**src/rtl/rr_mux_arbiter_pkg.sv**
```systemverilog
// Shared definitions for the round-robin 4:1 mux arbiter: FSM encoding and
// requester count.
package rr_mux_arbiter_pkg;

  localparam int N_REQ = 4;

  typedef enum logic {
    IDLE  = 1'b0,
    GRANT = 1'b1
  } state_e;

endpackage

```
**src/rtl/rr_mux_arbiter_pick4.sv**
```systemverilog
// Rotating-priority search over four requesters: scans base+1 .. base+4
// (mod 4) and reports the first requester found.
module rr_pick4
  import rr_mux_arbiter_pkg::*;
(
  input  logic [N_REQ-1:0] req,
  input  logic [1:0]       base,
  input  logic             mask_en,
  output logic             found,
  output logic [1:0]       idx
);

  logic [1:0] cand;

  always_comb begin
    found = 1'b0;
    idx   = 2'd0;
    cand  = 2'd0;
    for (int i = 1; i <= N_REQ; i++) begin
      cand = base + 2'(i);
      // The last candidate wraps back onto base; masking it skips the owner.
      if (!found && req[cand] && !(mask_en && (i == N_REQ))) begin
        found = 1'b1;
        idx   = cand;
      end
    end
  end

endmodule

```
**src/rtl/rr_mux_arbiter.sv**
```systemverilog
// Round-robin arbiter for a shared 4:1 data path with a bounded hold time
// per owner and a registered one-hot grant.
module rr_mux_arbiter
  import rr_mux_arbiter_pkg::*;
#(
  parameter int W        = 1,
  parameter int HOLD_MAX = 4
) (
  input  logic               clk,
  input  logic               rst,
  input  logic [N_REQ-1:0]   req,
  input  logic [N_REQ*W-1:0] din,
  output logic [N_REQ-1:0]   gnt,
  output logic [1:0]         sel,
  output logic               valid,
  output logic [W-1:0]       dout
);

  state_e           state_q, state_d;
  logic [1:0]       ptr_q, ptr_d;
  logic [3:0]       cnt_q, cnt_d;
  logic [1:0]       owner_q, owner_d;
  logic [N_REQ-1:0] gnt_q, gnt_d;
  logic             valid_q, valid_d;

  logic             pick_found;
  logic [1:0]       pick_idx;
  logic [1:0]       pick_base;
  logic             pick_mask;

  // While granted, ptr equals owner, so one search serves both the idle
  // winner lookup and the "others" lookup that excludes the owner.
  assign pick_base = (state_q == GRANT) ? owner_q : ptr_q;
  assign pick_mask = (state_q == GRANT);

  rr_pick4 u_pick (
    .req     (req),
    .base    (pick_base),
    .mask_en (pick_mask),
    .found   (pick_found),
    .idx     (pick_idx)
  );

  always_comb begin
    state_d = state_q;
    ptr_d   = ptr_q;
    cnt_d   = cnt_q;
    owner_d = owner_q;
    gnt_d   = gnt_q;
    valid_d = valid_q;
    unique case (state_q)
      IDLE: begin
        gnt_d   = '0;
        valid_d = 1'b0;
        if (pick_found) begin
          state_d = GRANT;
          owner_d = pick_idx;
          ptr_d   = pick_idx;
          gnt_d   = N_REQ'(1) << pick_idx;
          valid_d = 1'b1;
          cnt_d   = 4'd1;
        end
      end
      GRANT: begin
        if (!req[owner_q] || (cnt_q >= 4'(HOLD_MAX))) begin
          if (pick_found) begin
            owner_d = pick_idx;
            ptr_d   = pick_idx;
            gnt_d   = N_REQ'(1) << pick_idx;
            valid_d = 1'b1;
            cnt_d   = 4'd1;
          end else if (!req[owner_q]) begin
            state_d = IDLE;
            gnt_d   = '0;
            valid_d = 1'b0;
            cnt_d   = 4'd0;
          end
          // Owner still requesting with nobody waiting: cnt stays saturated.
        end else begin
          cnt_d = cnt_q + 4'd1;
        end
      end
      default: begin
        state_d = IDLE;
        gnt_d   = '0;
        valid_d = 1'b0;
      end
    endcase
  end

  always_ff @(posedge clk) begin
    if (rst) begin
      state_q <= IDLE;
      ptr_q   <= 2'd3;
      cnt_q   <= 4'd0;
      owner_q <= 2'd0;
      gnt_q   <= '0;
      valid_q <= 1'b0;
    end else begin
      state_q <= state_d;
      ptr_q   <= ptr_d;
      cnt_q   <= cnt_d;
      owner_q <= owner_d;
      gnt_q   <= gnt_d;
      valid_q <= valid_d;
    end
  end

  assign gnt   = gnt_q;
  assign sel   = owner_q;
  assign valid = valid_q;

  always_comb begin
    dout = '0;
    if (valid_q) dout = din[owner_q*W +: W];
  end

endmodule

```
**config.mk**
```make
export PLATFORM = sky130hd
export DESIGN_NAME = rr_mux_arbiter
export DESIGN_NICKNAME = d
export VERILOG_FILES = /design/src/rtl/rr_mux_arbiter_pkg.sv /design/src/rtl/rr_mux_arbiter_pick4.sv /design/src/rtl/rr_mux_arbiter.sv
export SDC_FILE = /design/constraint.sdc
export NUM_CORES = 1
export LEC_CHECK = 0
export CAP_MARGIN = 0
export CORE_ASPECT_RATIO = 1.25
export CORE_MARGIN = 1.5
export CORE_UTILIZATION = 55
export CTS_CLUSTER_DIAMETER = 150
export DETAILED_ROUTE_END_ITERATION = 16
export PLACE_DENSITY = 0.83
export SLEW_MARGIN = 5
export SYNTH_ARGS = -nofsm -noshare
export SYNTH_HDL_FRONTEND = slang
export SYNTH_SLANG_ARGS = --single-unit
```
**constraint.sdc**
```tcl
create_clock -name clk -period 4.9 [get_ports clk]
set_input_delay 1.225 -clock clk [delete_from_list [all_inputs] [get_ports clk]]
set_output_delay 1.225 -clock clk [all_outputs]
set_load 0.05 [all_outputs]
```
==> flow_summary.ini <==
[yosys]
ys.flop_type = dfxtp_1
synth_fp_nets = 123
ys_seq_area_frac = 0.276
synth-seq-cells = 14
synth.distinct_cells = 51
synth_area_sq_um = 1020
synth_enable_flop_cells = 0
syn_avg_cell_area_sq_um = 9.07
synth_async_sr_flop_share = 0
synthesis.instances = 112
synth_warnings = 0

[sta]
post-route-period-util = 0.848
fin_worst_skew_ns = 0.000740
worst_slew_pin_slew_ns = 0.577
fin_crit_ns = 4.16
hold_viol_final = 0
drv_slew = 0
slew_headroom = 0.615
timing.fmax_mhz = 241
fin_setup_tns_ns = 0
setup_violations = 0
rsz0062_at_grt = no

[clocking]
root_buffer = clkbuf_4
cts_htree_levels = 1
cts_sinks = 14
clk_latency_ns = 0.28
cts_inserted_buffers = 3
clkTransAtPathRegs_ns = 0.08
cts_buffer_depth = 2
postCtsSetupRepairBufs = 0
cts.repair.resized = 0
cts_tree = done
cts_hold_buf = 0

[route]
post_drt_wl_per_cell_um = 17.0
wirelength_um = 2480
remaining_drc_errors = 0
final_antenna_net_count = 0
first_pass_iters = 4
drtIter0Drc = 22
vias_per_cell = 6.71
via_count = 980

[hold_path]
hold_path_startpoint = gnt[3]$_SDFFE_PP0P_
hp-class = flop to flop

[floorplanning]
die_w_um = 41.4
rows = 17
chipHeight_um = 51.1
fp.dieArea_sq_um = 2120
core_sq_um = 1740
initial_core_util = 0.582
ioPinCount = 18

[cells_and_area]
layout_commonest_cell = clkdlybuf4s50_1
antenna_cells = 0
nNetsFinal = 139
mostFrequentLayoutCells = 17 x clkdlybuf4s50_1, 14 x dfxtp_1, 11 x nor2_1
area_growth_syn_to_layout_pct = 19.3
drive_gt1_frac = 0.165

[critical_path]
cp-startpoint = din[0]
startpoint_type = primary input
cp_cell_sequence = clkdlybuf4s50_1, mux4_2, and2_1, clkdlybuf4s50_1
crit_type = primary input to output pin
reg2reg_from = pick_mask$_SDFF_PP0_
cpLargestDelayFamily = buffers and inverters
crit_path_end_kind = output pin
required_ns = 3.67
crit_top_cell = clkdlybuf4s50_1
path_max_fanout = 1
slowest_delay_ns = 0.69
critPathArrivalTime_ns = 2.93
crit_slowest_cell = clkdlybuf4s50_1
cp_num_buf_inv = 2

[global_route]
grt_first_pass_wirelength_um = 4060
grt_max_degree = 16
grtUsageTotal = 0.252
grt-ovfl-total = 0
grt_pass1_vias = 923
antenna_found_initial = 0

[place]
dp_hpwl_um = 1860
gp_congestion = 0.946
port_buffers = 17

[power_and_ir_drop]
total_power_mw = 0.656
p_per_area_nw_per_um2 = 541
ir_worst_vdd_mv = 0.341
leakagePower_nw = 0.459

[job]
cap_violations = 0

[status]
status = finished, final reports clean
per-stage QoR:
stage               cells  hold WS, ns  instance area (sq um)  setup WS (ns)   util
floorplan             112        0.455                   1020           1.69      -
global placement      142        0.446                   1180          0.757  0.674
detailed placement    142        0.452                   1180          0.732  0.674
CTS                   146        0.464                   1210          0.732  0.695
global route          146        0.481                   1210          0.706  0.695
finish                146        0.461                   1210          0.743  0.695
synth_stat cells (2+ instances only):
cell	count	area share
dfxtp_1	14	0.28
nor2_1	11	0.041
inv_1	8	0.030
mux2i_1	6	0.059
nand2_1	4	0.015
o32ai_1	4	0.034
a21oi_1	3	0.015
a32oi_1	3	0.026
mux2_4	3	0.044
nand3_1	3	0.015
nor3_1	3	0.015
o21ai_0	3	0.015
and3_1	2	0.012
and3_2	2	0.015
buf_2	2	0.0099
clkbuf_1	2	0.0074
mux4_2	2	0.044
nor3b_1	2	0.015
nor4b_1	2	0.017
o21ai_1	2	0.0099
report_power, final:
group          total [mW]  leakage (nW)  internal (mW)  switching [mW]
clock network      0.0836        0.0210         0.0453          0.0383
registers           0.185         0.116          0.143          0.0412
logic               0.388         0.322          0.160           0.228
worst min-delay path, stage by stage, from the launching register on:
cell	delay, ns
dfxtp_1	0.31
inv_1	0.05
o32ai_1	0.06
path summary, 6_finish.rpt:
path | to | slack [ns] | depth (start not counted)
setup / recovery | dout | 0.74 | 4
hold / removal | gnt[3]$_SDFFE_PP0P_ | 0.46 | 2
setup reg to reg | ptr_q[0]$_SDFFE_PP1P_ | 2.51 | 5
hold reg to reg | gnt[3]$_SDFFE_PP0P_ | 0.46 | 2
logic make-up after synthesis:
group,Yosys count,synth area share
buffers and inverters,14,0.0628
and+or+nand+nor,37,0.197
DFF,14,0.276
adders and majority gates,1,0.0123
muxes,13,0.183
AOI/OAI and AO/OA,32,0.260
xor gates and xnor gates,1,0.00862
state kept, by name, summed over array words and instances, names as in the netlist:
name / count
cnt_q: 4
gnt: 4
ptr_q: 2
sel: 2
pick_mask: 1
valid: 1
layer usage:
layer  vias up  part of all wire  GRT usage
met5         -                 0          0
met4         0             0.036      0.167
met3        11             0.056     0.0424
met2        42              0.49      0.424
met1       463              0.41      0.291
li1        464                 -          -
area by class of cell:
type,count,area [sq um]
Multi-Input combinational cell,84,672
Fill cell,143,532
Sequential cell,14,280
Timing Repair Buffer,17,170
Clock buffer,4,36.3
Inverter,8,30.0
Tap cell,19,23.8
Power figures use the tool's default switching activity.
